## src/rtl/fifo_frame_reader.sv

```systemverilog
// fifo_frame_reader: read-side client of the dual-clock FIFO.
// Pops samples from the FIFO read port, hides the one-cycle read latency
// behind a 2-entry in-order buffer, and presents a valid/ready stream
// grouped into FRAME_LEN-sample frames with first/last markers.
module fifo_frame_reader #(
    parameter int DWL       = 16,
    parameter int FRAME_LEN = 256,
    parameter int CNT_W     = $clog2(FRAME_LEN)
) (
    input  logic             CLK,
    input  logic             RST,
    input  logic             i_EN,
    input  logic             FIFO_EMPTY,
    input  logic [DWL-1:0]   FIFO_DATA,
    output logic             FIFO_INC,
    output logic [DWL-1:0]   o_DATA,
    output logic             o_VALID,
    input  logic             i_READY,
    output logic             o_FIRST,
    output logic             o_LAST,
    output logic [CNT_W-1:0] o_IDX,
    output logic             o_FRAME_DONE
);

    localparam logic [CNT_W-1:0] LAST_IDX = CNT_W'(FRAME_LEN - 1);

    typedef enum logic [1:0] {IDLE, RUN, STOP} state_t;

    state_t           state, state_nxt;
    logic [1:0]       occ;            // output buffer occupancy, 0..2
    logic             inflight;       // a pop was accepted last cycle
    logic [DWL-1:0]   head_q, tail_q; // in-order buffer, head is presented
    logic [CNT_W-1:0] issue_cnt, issue_cnt_nxt;
    logic [CNT_W-1:0] idx;
    logic             xfer;
    logic             issue_allowed;
    logic [2:0]       pending;        // samples committed after this cycle

    // State register
    always_ff @(posedge CLK) begin
        if (RST) state <= IDLE;
        else     state <= state_nxt;
    end

    // Next state: a frame is only abandoned on its boundary; STOP keeps
    // issuing until the frame's pops are complete, then drains.
    always_comb begin
        state_nxt = state;
        case (state)
            IDLE: if (i_EN) state_nxt = RUN;
            RUN:  if (!i_EN) state_nxt = (issue_cnt_nxt == '0) ? IDLE : STOP;
            STOP: begin
                if (i_EN)
                    state_nxt = RUN;
                else if (issue_cnt == '0 && occ == 2'd0 && !inflight)
                    state_nxt = IDLE;
            end
            default: state_nxt = IDLE;
        endcase
    end

    // Outputs and pop request; i_READY is the only combinational path to FIFO_INC
    always_comb begin
        o_VALID       = (occ != 2'd0);
        xfer          = o_VALID && i_READY;
        issue_allowed = (state == RUN) || (state == STOP && issue_cnt != '0);
        pending       = {1'b0, occ} + {2'b00, inflight} - {2'b00, xfer};
        FIFO_INC      = issue_allowed && !FIFO_EMPTY && (pending < 3'd2);
        if (FIFO_INC)
            issue_cnt_nxt = (issue_cnt == LAST_IDX) ? '0 : issue_cnt + CNT_W'(1);
        else
            issue_cnt_nxt = issue_cnt;
        o_DATA  = head_q;
        o_IDX   = idx;
        o_FIRST = o_VALID && (idx == '0);
        o_LAST  = o_VALID && (idx == LAST_IDX);
    end

    // Pop bookkeeping: in-flight flag and per-frame issue counter
    always_ff @(posedge CLK) begin
        if (RST) begin
            inflight  <= 1'b0;
            issue_cnt <= '0;
        end else begin
            inflight  <= FIFO_INC;
            issue_cnt <= issue_cnt_nxt;
        end
    end

    // Buffer: capture returning FIFO data, retire the head on transfer
    always_ff @(posedge CLK) begin
        if (RST) begin
            occ    <= 2'd0;
            head_q <= '0;
            tail_q <= '0;
        end else begin
            case ({inflight, xfer})
                2'b01: begin
                    head_q <= tail_q;
                    occ    <= occ - 2'd1;
                end
                2'b10: begin
                    if (occ == 2'd0) head_q <= FIFO_DATA;
                    else             tail_q <= FIFO_DATA;
                    occ <= occ + 2'd1;
                end
                2'b11: begin
                    if (occ == 2'd1) begin
                        head_q <= FIFO_DATA;
                    end else begin
                        head_q <= tail_q;
                        tail_q <= FIFO_DATA;
                    end
                end
                default: ;
            endcase
        end
    end

    // Frame index of the head sample and end-of-frame pulse
    always_ff @(posedge CLK) begin
        if (RST) begin
            idx          <= '0;
            o_FRAME_DONE <= 1'b0;
        end else begin
            o_FRAME_DONE <= xfer && (idx == LAST_IDX);
            if (xfer) idx <= (idx == LAST_IDX) ? '0 : idx + CNT_W'(1);
        end
    end

    // Returning data must always find a free buffer slot
    a_no_overflow: assert property (@(posedge CLK) disable iff (RST)
        !(inflight && !xfer && occ == 2'd2));

endmodule

```

## config.mk

```make
export PLATFORM = sky130hd
export DESIGN_NAME = fifo_frame_reader
export DESIGN_NICKNAME = d
export VERILOG_FILES = /design/src/rtl/fifo_frame_reader.sv
export SDC_FILE = /design/constraint.sdc
export NUM_CORES = 1
export LEC_CHECK = 0
export CORE_UTILIZATION = 50
export CTS_CLUSTER_SIZE = 20
export DETAILED_ROUTE_END_ITERATION = 6
export PLACE_DENSITY = 0.77
export SYNTH_ARGS = -nofsm -noshare
export SYNTH_HDL_FRONTEND = slang
export SYNTH_SLANG_ARGS = --single-unit
export TNS_END_PERCENT = 1
```

## constraint.sdc

```tcl
create_clock -name CLK -period 4.7 [get_ports CLK]
set_clock_uncertainty 0.2 [all_clocks]
set_input_delay 0.705 -clock CLK [delete_from_list [all_inputs] [get_ports CLK]]
set_output_delay 0.705 -clock CLK [all_outputs]
set_load 0.05 [all_outputs]
```

Word level (Yosys, flattened, before mapping)
Cells that the tools add are included.
Widths: inputs -> output; s select.
{ "word_totals": {"inputBits": 21, "word_cells": 70, "reg_bits": 54} }
{ "op_classes": {"n_reduce_logical": 25, "n_lt_le_gt_ge": 1, "add_sub_neg": 6, "n_eq_ne": 14, "n_mux": 16} }
{ "op_table": {"columns": ["operator", "n"], "rows": [
  ["$mux 16", 4],
  ["$pmux 16 s3", 1],
  ["$pmux 16 s2", 1],
  ["$logic_not 8->1", 3],
  ["$mux 8", 3],
  ["$add 8x1->8 const B", 2],
  ["$eq 8x8->1 const B", 2],
  ["$mux 2", 5],
  ["$ne 2x2->1 const B", 5],
  ["$logic_and 1x1->1", 9],
  ["$reduce_bool 8->1", 1],
  ["$eq 2x1->1 const B", 3],
  ["$eq 2x2->1 const B", 3],
  ["$pmux 2 s3", 1],
  ["$reduce_and 3->1", 2],
  ["$reduce_bool 2->1", 3],
  ["$logic_not 2->1", 2],
  ["$pmux 2 s2", 1],
  ["$add 2x1->3", 1],
  ["$lt 3x2->1 const B", 1],
  ["$ne 3x3->1 const B", 1],
  ["$reduce_bool 3->1", 1],
  ["$sub 3x1->3", 1],
  ["$add 2x1->2 const B", 1],
  ["4 further kinds", 5]
]} }

Depth between registers and ports, before layout
Gate-level depths: netlist of run 1.
{ "logic_depth": {"depth_word": 10, "depth_mapped": 15, "ltp_nobuf": 13} }

Worst setup path before layout of run 1
OpenSTA, ideal clock, no wires.
{ "synth_path": {"path_kind": "input port to output port", "startpoint": "input i_READY", "endpoint": "output FIFO_INC", "setup_slack_ns": 0.765, "t_arrival_ns": 3.030, "path_stages": 11, "n_path_buf": 2, "t_required_ns": 3.795, "cell_sequence": "inv_1 -> nor2_1 -> ha_1 -> nand2b_1 -> fa_1 -> nor2b_1 -> nand4b_1 -> o22a_1 -> buf_6 -> inv_2 -> buf_2"} }
{ "synth_between": {"elab_chain_cells": 4} }
{ "synth_lines": {"columns": ["item", "line_no", "rtl"], "rows": [
  ["from (decl)", "18", "input logic i_READY,"],
  ["$logic_and 1x1->1", "65", "xfer = o_VALID && i_READY;"],
  ["via xfer", "35", "logic xfer;"],
  ["$sub 3x1->3", "67", "pending = {1'b0, occ} + {2'b00, inflight} - {2'b00, xfer};"],
  ["$lt 3x2->1", "68", "FIFO_INC = issue_allowed && !FIFO_EMPTY && (pending < 3'd2);"],
  ["$logic_and 1x1->1", "68", null],
  ["to (decl)", "15", "output logic FIFO_INC,"]
]} }
The timed path passes the listed nets, and every way through them passes these cells.

Final worst setup path of run 1
Ends and elaborated chain as after synthesis.

==> results of run 1 <==
==> per-stage QoR <==
step / power [mW] / worst slack (ns) / area, um2 / util, %
3_3_place_gp: 1.48 / 0.526 / 3140 / 64.7
2_1_floorplan: 1.23 / 0.765 / 2590 / -
4_1_cts: 1.80 / 0.455 / 3250 / 67.0
3_5_place_dp: 1.49 / 0.460 / 3140 / 64.7
5_1_grt: 1.89 / 0.234 / 3250 / 67.0
6_report: 1.78 / 0.444 / 3250 / 67.0
==> critical path, stage by stage <==
cell	delay, ns
clkdlybuf4s50_1	0.45
inv_1	0.05
nor2_1	0.14
ha_1	0.29
nand2b_1	0.17
fa_1	0.48
nor2b_1	0.20
nand4b_1	0.13
o22a_1	0.32
inv_2	0.24
buf_12	0.17
==> cell usage after synthesis, drive strengths merged (4+ instances only) <==
library cell / count / area (um2)
a22oi: 17 / 128
dfxtp: 54 / 1080
mux2i: 18 / 180
o21ai: 5 / 25.0
clkbuf: 12 / 45.0
nand2: 10 / 37.5
buf: 4 / 31.3
a21oi: 7 / 35.0
inv: 14 / 52.6
xor2: 10 / 87.6
a211oi: 17 / 128
ha: 9 / 113
nor2: 61 / 229
nand4: 6 / 37.5
nand3: 6 / 30.0
xnor2: 5 / 43.8
==> path summary, 6_finish.rpt <==
check	depth (start not counted)	to	from	slack, ns
setup reg to reg	13	state[1]	occ[1]	1.14
hold / removal	2	o_DATA[0]	o_DATA[0]	0.30
setup / recovery	11	FIFO_INC	i_READY	0.44
hold reg to reg	2	o_DATA[0]	o_DATA[0]	0.30
==> layout make-up <==
type	count	area share [%]
tap	67	2.58
inverter	14	1.62
timing repair buffer	54	16.6
sequential	54	33.3
clock buffer	6	2.23
multi-input combinational	209	42.6
clock inverter	2	1.16
==> per-layer routing <==
layer  routed length (um)  part of all wire, %  up-vias
li1                     -                    -     1120
met1                 2560                   48     1049
met2                 2490                   47       41
met3                  220                  4.1        7
met4                   58                  1.1        0
met5                    0                    0        -
==> sequential cells by signal, summed over array words and instances (netlist names) <==
register	cells
inflight	1
issue_cnt	8
o_DATA	16
o_FRAME_DONE	1
o_IDX	8
occ	2
state	2
tail_q	16
==> cells by family (layout without fill, tap and decap cells) <==
| kind of cell | count (synthesis) | after routing | synth area share, % |
|---|---|---|---|
| compound gates | 58 | 58 | 15.8 |
| xor+xnor | 15 | 15 | 5.08 |
| fa+ha+maj | 10 | 10 | 5.13 |
| buf+inv | 30 | 76 | 4.98 |
| flops | 54 | 54 | 41.8 |
| mux | 18 | 18 | 6.97 |
| simple gates | 108 | 108 | 20.3 |
==> power by group through the flow <==
stage / clock (mW) / sequential, mW / combinational [mW]
finish: 0.306 / 0.606 / 0.871
CTS: 0.316 / 0.607 / 0.877
global route: 0.330 / 0.619 / 0.942
global placement: 0 / 0.617 / 0.860
detailed placement: 0 / 0.617 / 0.874
floorplan: 0 / 0.820 / 0.407
==> flow_summary_export.csv, run 1 <==
group,metric,value,unit
timing,tns,0,ns
status,status,"completed",
route,drt_first_pass_iters,4,
layout,instances_no_fill,406,
timing,tightest_slew,0.577,ns
pwr,sw_frac_of_total,42.6,%
logic_synthesis,synth_enable_flop_cells,0,
pwr,cellLeakagePower,1.27,nW
grt,grt_max_degree,36,
grt,grt_first_pass_wirelength,9.11,mm
pwr,switchingPower,760,uW
cts,clockBufferDepth,2,
worst_setup_path,required,3.80,ns
worst_setup_path,worstPathMaxFanout,12,
logic_synthesis,syn_inst,293,
layout,multi_input_area,0.00138,mm2
pwr,power_density,549,mW/mm2
timing,rsz0062_at_grt,"no",
logic_synthesis,syn_area,0.00259,mm2
timing,finalHoldViolations,0,
floorplanning,die_w,73.9,um
cts,root_buffer,"clkbuf_8",
place,routabilityCongestion,0.828,
logic_synthesis,ys_seq_area_share,41.8,%
min_path,hold_class,"reg -> reg",
route,num_vias,2217,
logic_synthesis,ys_ff_latch,54,
layout,final_cell_mix,"nor2_1 (61), dfxtp_1 (54), clkdlybuf4s50_1 (48)",
logic_synthesis,yosys_warnings,0,
pwr,p_seq_share,34.0,%
layout,syn2layout_area_growth,25.6,%
cts,post_cts_buffers,0,
layout,drive_gt1_share,5.60,%
logic_synthesis,synth_cell_type_count,45,
cts,cts_sinks,54,
place,io_buffers,49,
floorplanning,io_pins,50,
grt,grt_overflow,0,
grt,grt_use_total,21.4,%
logic_synthesis,synth_ff_type,"dfxtp_1",
cts,ctsHoldBuffers,0,
layout,diodes,0,
grt,met2_usage,35.1,%
floorplanning,start_util,53.3,%
timing,finalMaxSlewViolations,0,
job,cap_violations,0,
route,drt-vias-per-instance,5.46,
layout,final_nets,369,
route,detail_route.iter0.violations,91,
place,dp.cells,398,
place,hpwl,3.76,mm
route,ant_nets,0,
worst_setup_path,arrival,3.35,ns
floorplanning,row_count,25,
grt,grt.busiest_layer,"met2",
worst_setup_path,cp-start-kind,"input port",
cts,numCtsBuffers,5,
timing,slew_headroom,61.4,%
pwr,p_clk_share,17.2,%
cts,cts_tree,"built",
timing,setup_violations,0,
layout,final_common_cell,"nor2_1",
logic_synthesis,synthArstFlopShare,0,%
worst_setup_path,critical_path_class,"in -> out",
pwr,p_int,1.02,mW
layout,fillCellCount,411,
timing,fmax,235,MHz
grt,met1_usage,27.9,%
cts,clk_latency,0.30,ns
grt,first_global_vias,1989,
timing,min_period,4.26,ns
layout,regArea,0.00108,mm2
grt,met3_usage,4.94,%
pwr,ir_drop,269,uV
route,wl_per_cell,13.1,um
cts,cts_htree_levels,2,
worst_setup_path,worst_setup_path_end_kind,"output pin",
floorplanning,die_area,0.00546,mm2
grt,antenna_found_initial,0,
timing,fin_hold_ws,0.303,ns
timing,fin_crit_sh,90.6,%
logic_synthesis,synth_area_per_cell,8.83,um2
route,drt_wl_total,5.33,mm
pwr,comb_power_share,48.8,%
cts,clk_pin_slew_worst_paths,0.09,ns
floorplanning,die_y,73.9,um
logic_synthesis,synth_nets,324,
floorplanning,core_area,0.00485,mm2
route,drc_errors,0,
cts,cts_resized,0,
(Power assumes the default switching activity.)
==> run 2: changes to the inputs <==
--- a/config.mk
+++ b/config.mk
@@ -8,7 +8,8 @@
 export CORE_UTILIZATION = 50
 export CTS_CLUSTER_SIZE = 20
 export DETAILED_ROUTE_END_ITERATION = 6
-export PLACE_DENSITY = 0.77
+export HOLD_SLACK_MARGIN = 0.02
+export PLACE_DENSITY = 0.89
 export SYNTH_ARGS = -nofsm -noshare
 export SYNTH_HDL_FRONTEND = slang
 export SYNTH_SLANG_ARGS = --single-unit
==> flow_summary_export.csv, run 2 (synthesis results as in run 1) <==
group,metric,value,unit
timing,finalHoldViolations,0,
cts,clk_latency,0.30,ns
route,drt_first_pass_iters,5,
layout,multi_input_area,0.00138,mm2
grt,grt_overflow,0,
layout,final_common_cell,"nor2_1",
route,drt-vias-per-instance,5.52,
worst_setup_path,cp-start-kind,"input port",
cts,cts_resized,0,
worst_setup_path,max_stage_delay,0.49,ns
worst_setup_path,cp_slowest_cell,"fa_1",
layout,final_nets,368,
layout,syn2layout_area_growth,25.3,%
timing,fmax,233,MHz
worst_setup_path,critical_path_class,"in -> out",
timing,setup_violations,0,
cts,numCtsBuffers,5,
cts,post_cts_buffers,0,
grt,first_global_vias,2135,
cts,cts_sinks,54,
route,ant_nets,0,
worst_setup_path,timing.critical_path.depth,11,
route,num_vias,2232,
floorplanning,die_w,73.9,um
cts,clockBufferDepth,2,
grt,grt_use_total,22.2,%
worst_setup_path,r2r_end,"state[1]",
job,cap_violations,0,
timing,rsz0062_at_grt,"no",
layout,final_cell_mix,"nor2_1 (61), dfxtp_1 (54), clkdlybuf4s50_1 (48)",
worst_setup_path,ff2ff_setup_slack,1.10,ns
layout,diodes,0,
grt,antenna_found_initial,0,
worst_setup_path,worst_setup_path_end_kind,"output pin",
worst_setup_path,cp-endpoint,"FIFO_INC",
place,hpwl,4.04,mm
grt,grt_max_degree,51,
layout,drive_gt1_share,5.34,%
layout,regArea,0.00108,mm2
timing,tightest_slew,1.25,ns
pwr,power_density,551,mW/mm2
worst_setup_path,crit_start,"i_READY",
layout,fillCellCount,384,
timing,slew_headroom,16.5,%
timing,tns,0,ns
cts,clk_pin_slew_worst_paths,0.09,ns
route,drt_wl_total,5.70,mm
route,wl_per_cell,14.1,um
cts,root_buffer,"clkbuf_8",
route,drc_errors,0,
worst_setup_path,r2r_start,"occ[1]",
worst_setup_path,critPathBufInv,4,
floorplanning,core_area,0.00485,mm2
grt,grt_first_pass_wirelength,9.43,mm
worst_setup_path,arrival,3.38,ns
place,routabilityCongestion,0.863,
floorplanning,row_count,25,
timing,min_period,4.29,ns
worst_setup_path,required,3.80,ns
timing,fin_crit_sh,91.2,%
floorplanning,die_y,73.9,um
status,status,"completed",
cts,cts_tree,"built",
cts,cts_htree_levels,2,
min_path,hold_class,"reg -> reg",
floorplanning,start_util,53.3,%
pwr,ir_drop,343,uV
timing,finalMaxSlewViolations,0,
place,io_buffers,49,
floorplanning,die_area,0.00546,mm2
worst_setup_path,rr_worst_depth,13,
worst_setup_path,crit_family,"buffers and inverters",
worst_setup_path,worstPathCellList,"clkdlybuf4s50_1 > inv_1 > nor2_1 > ha_1 > nand2b_1 > fa_1 > nor2b_1 > nand4b_1 > o22a_1 > inv_2 > buf_12",
cts,ctsHoldBuffers,0,
layout,fin_util,66.8,%
pwr,cellLeakagePower,1.27,nW
route,detail_route.iter0.violations,85,
worst_setup_path,worstPathMaxFanout,12,
floorplanning,io_pins,50,
run 2: cell count changes in the layout (fill, tap and decap cells not counted):
cell,change
buf_4,-1
clkbuf_1,-1
clkinv_4,+1
clkinvlp_4,-1
run 2: routing by layer:
layer | wire length [um] | track usage, % | up-vias
li1 | - | - | 1113
met1 | 2390 | 27.2 | 1060
met2 | 3000 | 38.6 | 55
met3 | 268 | 5.76 | 4
met4 | 41 | 5.98 | 0
met5 | 0 | 0 | -
run 2: metrics by stage:
stage               worst slack, ns  area [um2]  cells  hold WS [ns]  power (mW)
floorplan                     0.765        2590    293         0.264        1.23
global placement              0.544        3130    397         0.276        1.47
detailed placement            0.414        3130    397         0.289        1.49
CTS                           0.405        3240    404         0.313        1.80
global route                  0.204        3240    404         0.327        1.89
finish                        0.412        3240    404         0.310        1.78
run 2: worst min-delay path by stage:
stage,to,slack (ns),cells past startpoint,from
5_1_grt,o_DATA[5],0.33,2,o_DATA[5]
4_1_cts,o_DATA[13],0.31,2,o_DATA[13]
6_report,o_DATA[12],0.31,2,o_DATA[12]
3_5_place_dp,tail_q[11],0.29,2,tail_q[11]
3_3_place_gp,tail_q[5],0.28,2,tail_q[5]
2_1_floorplan,tail_q[0],0.26,2,tail_q[0]
run 2: power by group:
part           switching, mW  internal [mW]
registers             0.0645          0.545
clock network          0.144          0.157
logic                  0.556          0.318
run 2: layout make-up:
type / count / share of cell area [%]
clock inverters: 2 / 1.20
clock buffers: 5 / 2.12
multi-input cells: 209 / 42.7
inverters: 14 / 1.62
repair buffers: 53 / 16.4
well taps: 67 / 2.59
flip-flops and latches: 54 / 33.4
run 2: tightest hold or removal path: stages (launching register included):
cell,delay (ns)
dfxtp_1,0.32
nor2_1,0.10
a211oi_1,0.05
==> run 3: changes to the inputs <==
--- a/config.mk
+++ b/config.mk
@@ -5,11 +5,13 @@
 export SDC_FILE = /design/constraint.sdc
 export NUM_CORES = 1
 export LEC_CHECK = 0
-export CORE_UTILIZATION = 50
+export CORE_UTILIZATION = 40
 export CTS_CLUSTER_SIZE = 20
 export DETAILED_ROUTE_END_ITERATION = 6
+export GPL_ROUTABILITY_DRIVEN = 0
 export HOLD_SLACK_MARGIN = 0.02
-export PLACE_DENSITY = 0.89
+export PLACE_DENSITY = 0.76
+export RECOVER_POWER = 50
 export SYNTH_ARGS = -nofsm -noshare
 export SYNTH_HDL_FRONTEND = slang
 export SYNTH_SLANG_ARGS = --single-unit
==> flow_summary_export.csv, run 3 (synthesis results as in run 1) <==
group,metric,value,unit
status,status,"completed",
cts,clk_pin_slew_worst_paths,0.10,ns
timing,finalHoldViolations,0,
cts,cts_sinks,54,
route,detail_route.iter0.violations,74,
worst_setup_path,worstPathCellList,"dlygate4sd3_1 > inv_1 > nor2_1 > ha_1 > nand2b_1 > fa_1 > nor2b_1 > nand4b_1 > o22a_1 > inv_2 > buf_12",
floorplanning,start_util,42.7,%
worst_setup_path,required,3.80,ns
worst_setup_path,cp_slowest_cell,"dlygate4sd3_1",
grt,first_global_vias,1910,
cts,post_cts_buffers,0,
worst_setup_path,worstPathMaxFanout,12,
cts,clockBufferDepth,2,
cts,ctsHoldBuffers,0,
layout,fillCellCount,577,
job,cap_violations,0,
cts,root_buffer,"clkbuf_8",
grt,antenna_found_initial,0,
pwr,cellLeakagePower,1.35,nW
worst_setup_path,critPathBufInv,4,
place,io_buffers,49,
timing,tightest_slew,1.48,ns
layout,drive_gt1_share,5.31,%
floorplanning,row_count,28,
route,ant_nets,0,
timing,slew_headroom,1.05,%
worst_setup_path,arrival,3.37,ns
route,num_vias,2187,
place,dp_worst_setup_slack,0.491,ns
layout,final_cell_mix,"nor2_1 (61), dfxtp_1 (54), dlygate4sd3_1 (27)",
floorplanning,die_y,82.4,um
cts,cts_tree,"built",
route,drc_errors,0,
route,drt_wl_total,5.47,mm
layout,final_common_cell,"nor2_1",
pwr,ir_drop,325,uV
grt,grt_first_pass_wirelength,8.87,mm
timing,finalWorstSetupSlack,0.422,ns
route,wl_per_cell,13.2,um
timing,min_period,4.28,ns
floorplanning,io_pins,50,
cts,numCtsBuffers,5,
cts,cts_htree_levels,2,
worst_setup_path,critical_path_class,"in -> out",
timing,finalMaxSlewViolations,0,
floorplanning,die_area,0.00679,mm2
grt,grt_overflow,0,
min_path,hold_class,"reg -> reg",
layout,syn2layout_area_growth,25.4,%
route,drt-vias-per-instance,5.28,
route,drt_first_pass_iters,4,
timing,tns,0,ns
layout,diodes,0,
worst_setup_path,worst_setup_path_end_kind,"output pin",
worst_setup_path,max_stage_delay,0.52,ns
timing,fmax,234,MHz
layout,final_nets,369,
grt,grt_use_total,17.0,%
grt,grt_max_degree,36,
timing,fin_crit_sh,91.0,%
worst_setup_path,crit_family,"buffers and inverters",
place,hpwl,3.84,mm
worst_setup_path,cp-start-kind,"input port",
floorplanning,die_w,82.4,um
pwr,power_density,534,mW/mm2
cts,clk_latency,0.31,ns
cts,cts_resized,0,
floorplanning,core_area,0.00606,mm2
timing,rsz0062_at_grt,"no",
timing,setup_violations,0,
-- run 3: report_power, final --
part	switching (mW)	internal (mW)	total, mW
Sequential	0.0597	0.545	0.605
Clock	0.161	0.125	0.286
Combinational	0.547	0.294	0.841
-- run 3: final cells by class --
cell class	instances	area (um2)	area share (%)
Tap cell	75	93.8	2.89
Multi-Input combinational cell	209	1380	42.7
Timing Repair Buffer	54	531	16.4
Clock inverter	2	20.0	0.617
Clock buffer	6	82.6	2.55
Inverter	14	52.6	1.62
Sequential cell	54	1080	33.3
-- run 3: metrics by stage --
stage / cell area, um2 / utilization, % / hold slack [ns] / instances / total power [mW]
after floorplan: 2590 / - / 0.264 / 293 / 1.23
after global placement: 3150 / 52.0 / 0.276 / 406 / 1.47
after CTS: 3250 / 53.7 / 0.307 / 414 / 1.78
final: 3240 / 53.5 / 0.302 / 414 / 1.73
after detailed placement: 3150 / 52.0 / 0.289 / 406 / 1.49
after global routing: 3240 / 53.5 / 0.323 / 414 / 1.84
-- run 3: per-layer routing --
layer / part of all wire (%) / routed length, um / GRT usage [%]
met5: 0 / 0 / 0
met4: 0.48 / 26 / 3.68
met1: 49 / 2700 / 22.6
met2: 46 / 2540 / 27.8
met3: 3.7 / 204 / 4.18
-- run 3: final timing paths --
check	start	to	slack [ns]	cells after the start
worst max-delay path	i_READY	FIFO_INC	0.42	11
worst min register to register	o_DATA[9]	o_DATA[9]	0.30	2
worst min-delay path	o_DATA[9]	o_DATA[9]	0.30	2
worst max register to register	occ[1]	state[1]	1.18	13
-- run 3: worst min-delay path: cells and delay by family (launching register included) --
kind	cells	cell delay (ns)
AO/OA/AOI/OAI	1	0.05
AND/OR/NAND/NOR	1	0.09
flip-flops	1	0.32
